==> config.mk <==
export PLATFORM = sky130hd
export DESIGN_NAME = tlb_op_ctrl
export DESIGN_NICKNAME = d
export VERILOG_FILES = /design/src/rtl/cpuDefine.sv /design/src/rtl/tlb_fill_gen.sv /design/src/rtl/tlb_op_ctrl.sv
export SDC_FILE = /design/constraint.sdc
export NUM_CORES = 1
export LEC_CHECK = 0
export ABC_CLOCK_PERIOD_IN_PS = 3900
export CAP_MARGIN = 20
export CORE_AREA = 2 2 187 189
export CTS_CLUSTER_SIZE = 40
export DETAILED_ROUTE_END_ITERATION = 7
export DIE_AREA = 0 0 189 191
export HOLD_SLACK_MARGIN = 0.03
export PLACE_DENSITY_LB_ADDON = 0.25
export RECOVER_POWER = 25
export SLEW_MARGIN = 5
export SYNTH_ARGS = -nofsm -noshare
export SYNTH_HDL_FRONTEND = slang
export SYNTH_HIERARCHICAL = 1
export SYNTH_SLANG_ARGS = --single-unit
export TNS_END_PERCENT = 50
==> constraint.sdc <==
create_clock -name clk -period 3.9 [get_ports clk]
set_clock_uncertainty 0.15 [all_clocks]
set_input_delay 1.17 -clock clk [delete_from_list [all_inputs] [get_ports clk]]
set_output_delay 1.17 -clock clk [all_outputs]
set_load 0.02 [all_outputs]
==> src/rtl/cpuDefine.sv <==
// Shared TLB definitions: geometry, page-translation item layout, op and FSM encodings.
package cpuDefine;

  localparam int TLBNUM     = 16;
  localparam int TLBNUMSIZE = $clog2(TLBNUM);

  typedef struct packed {
    logic [19:0] ppn;
    logic [1:0]  plv;
    logic [1:0]  mat;
    logic        d;
    logic        v;
  } PhytranItem;

  typedef enum logic [2:0] {
    TLB_SRCH = 3'd0,
    TLB_RD   = 3'd1,
    TLB_WR   = 3'd2,
    TLB_FILL = 3'd3,
    TLB_INV  = 3'd4
  } tlbOp_e;

  typedef enum logic [1:0] {
    ST_IDLE,
    ST_EXEC,
    ST_DONE
  } tlbState_e;

  // INVTLB op field values understood by the TLB; anything above is ignored there.
  localparam logic [2:0] INV_ALL            = 3'd0;
  localparam logic [2:0] INV_ALL_ALT        = 3'd1;
  localparam logic [2:0] INV_GLOBAL         = 3'd2;
  localparam logic [2:0] INV_NONGLOBAL      = 3'd3;
  localparam logic [2:0] INV_NONGLOBAL_ASID = 3'd4;

endpackage

==> src/rtl/tlb_fill_gen.sv <==
// Free-running fill-index generator. Define TLB_FILL_LFSR_EN for an 8-bit LFSR,
// otherwise it is a wrap-around up-counter.
module tlb_fill_gen #(
  parameter logic [7:0] SEED = 8'hA5
) (
  input  logic       clk,
  input  logic       reset,
  output logic [7:0] value
);

  logic [7:0] value_q;
  logic [7:0] value_d;

`ifdef TLB_FILL_LFSR_EN
  // Fibonacci taps 8,6,5,4 folded back into bit 0.
  assign value_d = {value_q[6:0], value_q[7] ^ value_q[5] ^ value_q[4] ^ value_q[3]};
`else
  assign value_d = value_q + 8'd1;
`endif

  always_ff @(posedge clk or negedge reset) begin
    if (!reset) value_q <= SEED;
    else        value_q <= value_d;
  end

  assign value = value_q;

endmodule

==> src/rtl/tlb_op_ctrl.sv <==
// TLB instruction sequencer: accepts one op, drives a single-cycle TLB action, then
// reports completion with CSR writeback results. TLB_FILL_LFSR_EN selects the fill generator.
module tlb_op_ctrl
  import cpuDefine::*;
#(
  parameter logic [7:0] FILL_SEED = 8'hA5
) (
  input  logic                  clk,
  input  logic                  reset,
  input  logic                  op_valid,
  output logic                  op_ready,
  input  logic [2:0]            op_code,
  input  logic [2:0]            inv_op,
  input  logic [9:0]            inv_asid,
  input  logic [18:0]           inv_va,
  input  logic [TLBNUMSIZE-1:0] csr_index,
  input  logic [18:0]           csr_vppn,
  input  logic [9:0]            csr_asid,
  input  logic [5:0]            csr_ps,
  input  logic                  csr_ne,
  input  logic                  csr_g,
  input  PhytranItem            csr_pi0,
  input  PhytranItem            csr_pi1,
  output logic                  we,
  output logic [TLBNUMSIZE-1:0] w_index,
  output logic [5:0]            w_ps,
  output logic                  w_ne,
  output logic [9:0]            w_asid,
  output logic [18:0]           w_vppn,
  output logic                  w_g,
  output PhytranItem            w_phytran0,
  output PhytranItem            w_phytran1,
  output logic [TLBNUMSIZE-1:0] r_index,
  output logic                  fe,
  output logic [9:0]            f_asid,
  output logic [18:0]           f_va,
  output logic [2:0]            f_op,
  output logic                  srch_sel,
  output logic [18:0]           srch_vppn,
  output logic [9:0]            srch_asid,
  input  logic                  s1_ne,
  input  logic [TLBNUMSIZE-1:0] s1_index,
  input  logic [5:0]            r_ps,
  input  logic [9:0]            r_asid,
  input  logic                  r_ne,
  input  PhytranItem            r_phytran0,
  input  PhytranItem            r_phytran1,
  input  logic                  r_g,
  input  logic [18:0]           r_vppn,
  output logic                  done_valid,
  output logic [2:0]            done_op,
  output logic                  res_ne,
  output logic [TLBNUMSIZE-1:0] res_index,
  output logic [5:0]            res_ps,
  output logic [9:0]            res_asid,
  output logic [18:0]           res_vppn,
  output logic                  res_g,
  output PhytranItem            res_pi0,
  output PhytranItem            res_pi1
);

  tlbState_e state_q, state_d;

  logic [2:0]            opCode_q;
  logic [2:0]            invOp_q;
  logic [9:0]            invAsid_q;
  logic [18:0]           invVa_q;
  logic [TLBNUMSIZE-1:0] csrIndex_q;
  logic [18:0]           csrVppn_q;
  logic [9:0]            csrAsid_q;
  logic [5:0]            csrPs_q;
  logic                  csrNe_q;
  logic                  csrG_q;
  PhytranItem            csrPi0_q;
  PhytranItem            csrPi1_q;
  logic [7:0]            fillValue;
  logic                  accept;

  tlb_fill_gen #(.SEED(FILL_SEED)) u_fill_gen (
    .clk   (clk),
    .reset (reset),
    .value (fillValue)
  );

  assign accept = (state_q == ST_IDLE) && op_valid;

  always_ff @(posedge clk or negedge reset) begin
    if (!reset) state_q <= ST_IDLE;
    else        state_q <= state_d;
  end

  // Exactly one TLB strobe fires, and only while in EXEC; undefined ops fire none.
  always_comb begin
    state_d  = state_q;
    we       = 1'b0;
    fe       = 1'b0;
    srch_sel = 1'b0;
    case (state_q)
      ST_IDLE: if (op_valid) state_d = ST_EXEC;
      ST_EXEC: begin
        state_d = ST_DONE;
        case (opCode_q)
          TLB_SRCH:         srch_sel = 1'b1;
          TLB_WR, TLB_FILL: we       = 1'b1;
          TLB_INV:          fe       = 1'b1;
          default:          ;
        endcase
      end
      ST_DONE: state_d = ST_IDLE;
      default: state_d = ST_IDLE;
    endcase
  end

  always_ff @(posedge clk or negedge reset) begin
    if (!reset) begin
      opCode_q   <= '0;
      invOp_q    <= '0;
      invAsid_q  <= '0;
      invVa_q    <= '0;
      csrIndex_q <= '0;
      csrVppn_q  <= '0;
      csrAsid_q  <= '0;
      csrPs_q    <= '0;
      csrNe_q    <= 1'b0;
      csrG_q     <= 1'b0;
      csrPi0_q   <= '0;
      csrPi1_q   <= '0;
    end else if (accept) begin
      opCode_q   <= op_code;
      invOp_q    <= inv_op;
      invAsid_q  <= inv_asid;
      invVa_q    <= inv_va;
      csrIndex_q <= csr_index;
      csrVppn_q  <= csr_vppn;
      csrAsid_q  <= csr_asid;
      csrPs_q    <= csr_ps;
      csrNe_q    <= csr_ne;
      csrG_q     <= csr_g;
      csrPi0_q   <= csr_pi0;
      csrPi1_q   <= csr_pi1;
    end
  end

  // Results are sampled on the EXEC->DONE edge; a read miss scrubs the stale entry image.
  always_ff @(posedge clk or negedge reset) begin
    if (!reset) begin
      res_ne    <= 1'b0;
      res_index <= '0;
      res_ps    <= '0;
      res_asid  <= '0;
      res_vppn  <= '0;
      res_g     <= 1'b0;
      res_pi0   <= '0;
      res_pi1   <= '0;
    end else if (state_q == ST_EXEC) begin
      if (opCode_q == TLB_SRCH) begin
        res_ne    <= s1_ne;
        res_index <= s1_index;
      end else if (opCode_q == TLB_RD) begin
        res_ne   <= r_ne;
        res_ps   <= r_ne ? '0 : r_ps;
        res_asid <= r_ne ? '0 : r_asid;
        res_vppn <= r_ne ? '0 : r_vppn;
        res_g    <= r_ne ? 1'b0 : r_g;
        res_pi0  <= r_ne ? '0 : r_phytran0;
        res_pi1  <= r_ne ? '0 : r_phytran1;
      end
    end
  end

  // TLBNUM is a power of two, so the low bits of the generator are the modulus.
  assign w_index    = (opCode_q == TLB_FILL) ? fillValue[TLBNUMSIZE-1:0] : csrIndex_q;
  assign w_ps       = csrPs_q;
  assign w_ne       = csrNe_q;
  assign w_asid     = csrAsid_q;
  assign w_vppn     = csrVppn_q;
  assign w_g        = csrG_q;
  assign w_phytran0 = csrPi0_q;
  assign w_phytran1 = csrPi1_q;
  assign r_index    = csrIndex_q;
  assign f_op       = invOp_q;
  assign f_asid     = invAsid_q;
  assign f_va       = invVa_q;
  assign srch_vppn  = csrVppn_q;
  assign srch_asid  = csrAsid_q;
  assign op_ready   = (state_q == ST_IDLE);
  assign done_valid = (state_q == ST_DONE);
  assign done_op    = opCode_q;

endmodule

==> flow_summary.json <==
{
  "finalCritPeriodShare": 0.962,
  "critPathTopFamily": "simple AND/OR/NAND/NOR gates",
  "cts_buffers": 27,
  "holdCritStartpoint": "u_fill_gen/value[3]",
  "leakagePower_uw": 0.00646,
  "hp-class": "flop to flop",
  "end_kind": "primary output",
  "first_pass_iters": 4,
  "die_x_um": 189,
  "port_buffers": 483,
  "syn_to_final_growth_pct": 64.5,
  "pin_count": 484,
  "max_cap_viol_count": 1,
  "grt_pass1_wl_um": 41600,
  "criticalPathCategory": "flop to primary output",
  "start_util": 0.274,
  "ir_drop_mv": 0.336,
  "die-area_um2": 36100,
  "syn-num-nets": 846,
  "netlist_area_um2": 9360,
  "cts-root-buf": "clkbuf_16",
  "num_vias": 6556,
  "clk_pin_slew_ns": 0.05,
  "cellPowerDensity_nw_per_um2": 657,
  "rsz0062_at_grt": "false",
  "tritoncts": "built",
  "clock_latency_ns": 0.53,
  "cp_cell_sequence": "nor4b_4, nor2b_2, clkdlybuf4s50_1",
  "cp_num_buf_inv": 1,
  "rr_startpoint": "done_op[1]",
  "drt-total-wl_um": 27900,
  "fmax_mhz": 267,
  "status": "finished with violations",
  "cp.depth": 3,
  "grt.overflow.total": 0,
  "worst-slew-pin-transition_ns": 1.86,
  "fin_nets": 1308,
  "cp_slowest_cell": "clkdlybuf4s50_1",
  "final_area_um2": 15400,
  "slew_headroom": -0.242,
  "clock_tree.buffer_depth": 3,
  "ff2ff_path_depth": 4,
  "gp_congestion": 0.746,
  "post-route-min-period_ns": 3.75,
  "cts_sinks": 227,
  "die_y_um": 191,
  "cp-startpoint": "done_op[1]",
  "placed_cell_area_um2": 14600,
  "tns_ns": 0,
  "grt_use_total": 0.148,
  "grt_pass1_vias": 6826,
  "diodes": 0,
  "grt_max_degree": 69,
  "antenna_found_initial": 0,
  "synth_cells": 620,
  "via_per_inst": 4.21,
  "holdBufCountCts": 0,
  "crit_path_max_incr_delay_ns": 0.66,
  "whs_path_depth": 1,
  "crit_path_start_kind": "flop",
  "post_cts_buffers": 0,
  "hold_violations": 0,
  "routedWlPerCell_um": 18.0,
  "setup_viol": 0,
  "drive_gt1_frac": 0.257,
  "ys.warnings.count": 6,
  "core_area_um2": 34100,
  "cp.arrival_ns": 2.43,
  "slew_viol_final": 67,
  "htree_levels": 1,
  "place_hpwl_um": 20800,
  "drc": 0,
  "rows": 68,
  "worstPathRequired_ns": 2.58,
  "reg2reg_slack_ns": 1.47,
  "detail-route-antenna-nets": 0,
  "path_max_fanout": 6,
  "syn_avg_cell_area_um2": 15.1,
  "fin_util": 0.451,
  "violations": "max-capacitance violations, max-slew violations",
  "drtIter0Drc": 82
}
-- stage by stage --
step | instances | hold WS [ns] | power [µW] | setup WS [ns]
after detailed placement | 1508 | 0.303 | 7780 | 0.557
final | 1556 | 0.318 | 10100 | 0.149
after floorplan | 620 | 0.288 | 5570 | 1.23
after CTS | 1556 | 0.317 | 10300 | 0.0600
after global placement | 1508 | 0.302 | 7720 | 0.570
after global routing | 1556 | 0.339 | 10600 | 0.00664
-- routing by layer --
| metal | vias up | routed length [µm] | GRT usage |
|---|---|---|---|
| li1 | 3013 | - | - |
| met1 | 3239 | 10300 | 0.165 |
| met2 | 264 | 14700 | 0.273 |
| met3 | 40 | 2210 | 0.0411 |
| met4 | 0 | 674 | 0.0427 |
| met5 | - | 0 | 0 |
-- flip-flops by register name, indices dropped and copies added (netlist names), 6 cells and up --
register,flops
w_phytran1,26
f_asid,10
res_ps,6
w_phytran0,26
res_asid,10
res_vppn,19
srch_vppn,19
srch_asid,10
res_pi1,26
res_pi0,26
w_ps,6
f_va,19
-- repair_timing --
item	4_1_cts	5_1_grt
setup endpoints to repair	1	0
hold endpoints to repair	0	0
gates resized for setup	1	0
-- power breakdown --
group | total [µW] | leakage, µW | switching, µW | internal (µW)
Combinational | 4180 | 0.00328 | 1910 | 2270
Sequential | 3510 | 0.00276 | 410 | 3100
Clock | 2430 | 0.000421 | 976 | 1450
Total | 10100 | 0.00646 | 3300 | 6820
-- placed cells by master, fill, tap and decap left out, types with 2 or more instances in the layout --
cell type,n
and2b_1,4
buf_12,7
buf_4,4
clkbuf_1,9
clkbuf_16,27
clkbuf_2,2
clkbuf_8,6
clkdlybuf4s50_1,481
clkinv_2,4
dfrtp_1,225
inv_1,2
mux2_2,207
mux2_4,17
nor2_1,2
nor2b_1,85
-- path summary, 6_finish.rpt --
check / endpoint
min reg2reg: u_fill_gen/value[3]
min: u_fill_gen/value[3]
min in group asynchronous: srch_asid[2]
max: srch_sel
max reg2reg: res_ps[2]
max in group asynchronous: res_pi0[9]
-- final cells by class --
type | instances | area (µm²)
Fill cell | 3149 | 18700
Sequential cell | 227 | 5680
Timing Repair Buffer | 495 | 5000
Multi-Input combinational cell | 329 | 3290
Clock buffer | 42 | 792
Tap cell | 455 | 569
Clock inverter | 6 | 58.8
Inverter | 2 | 7.51
Power figures use the tool's default switching activity.
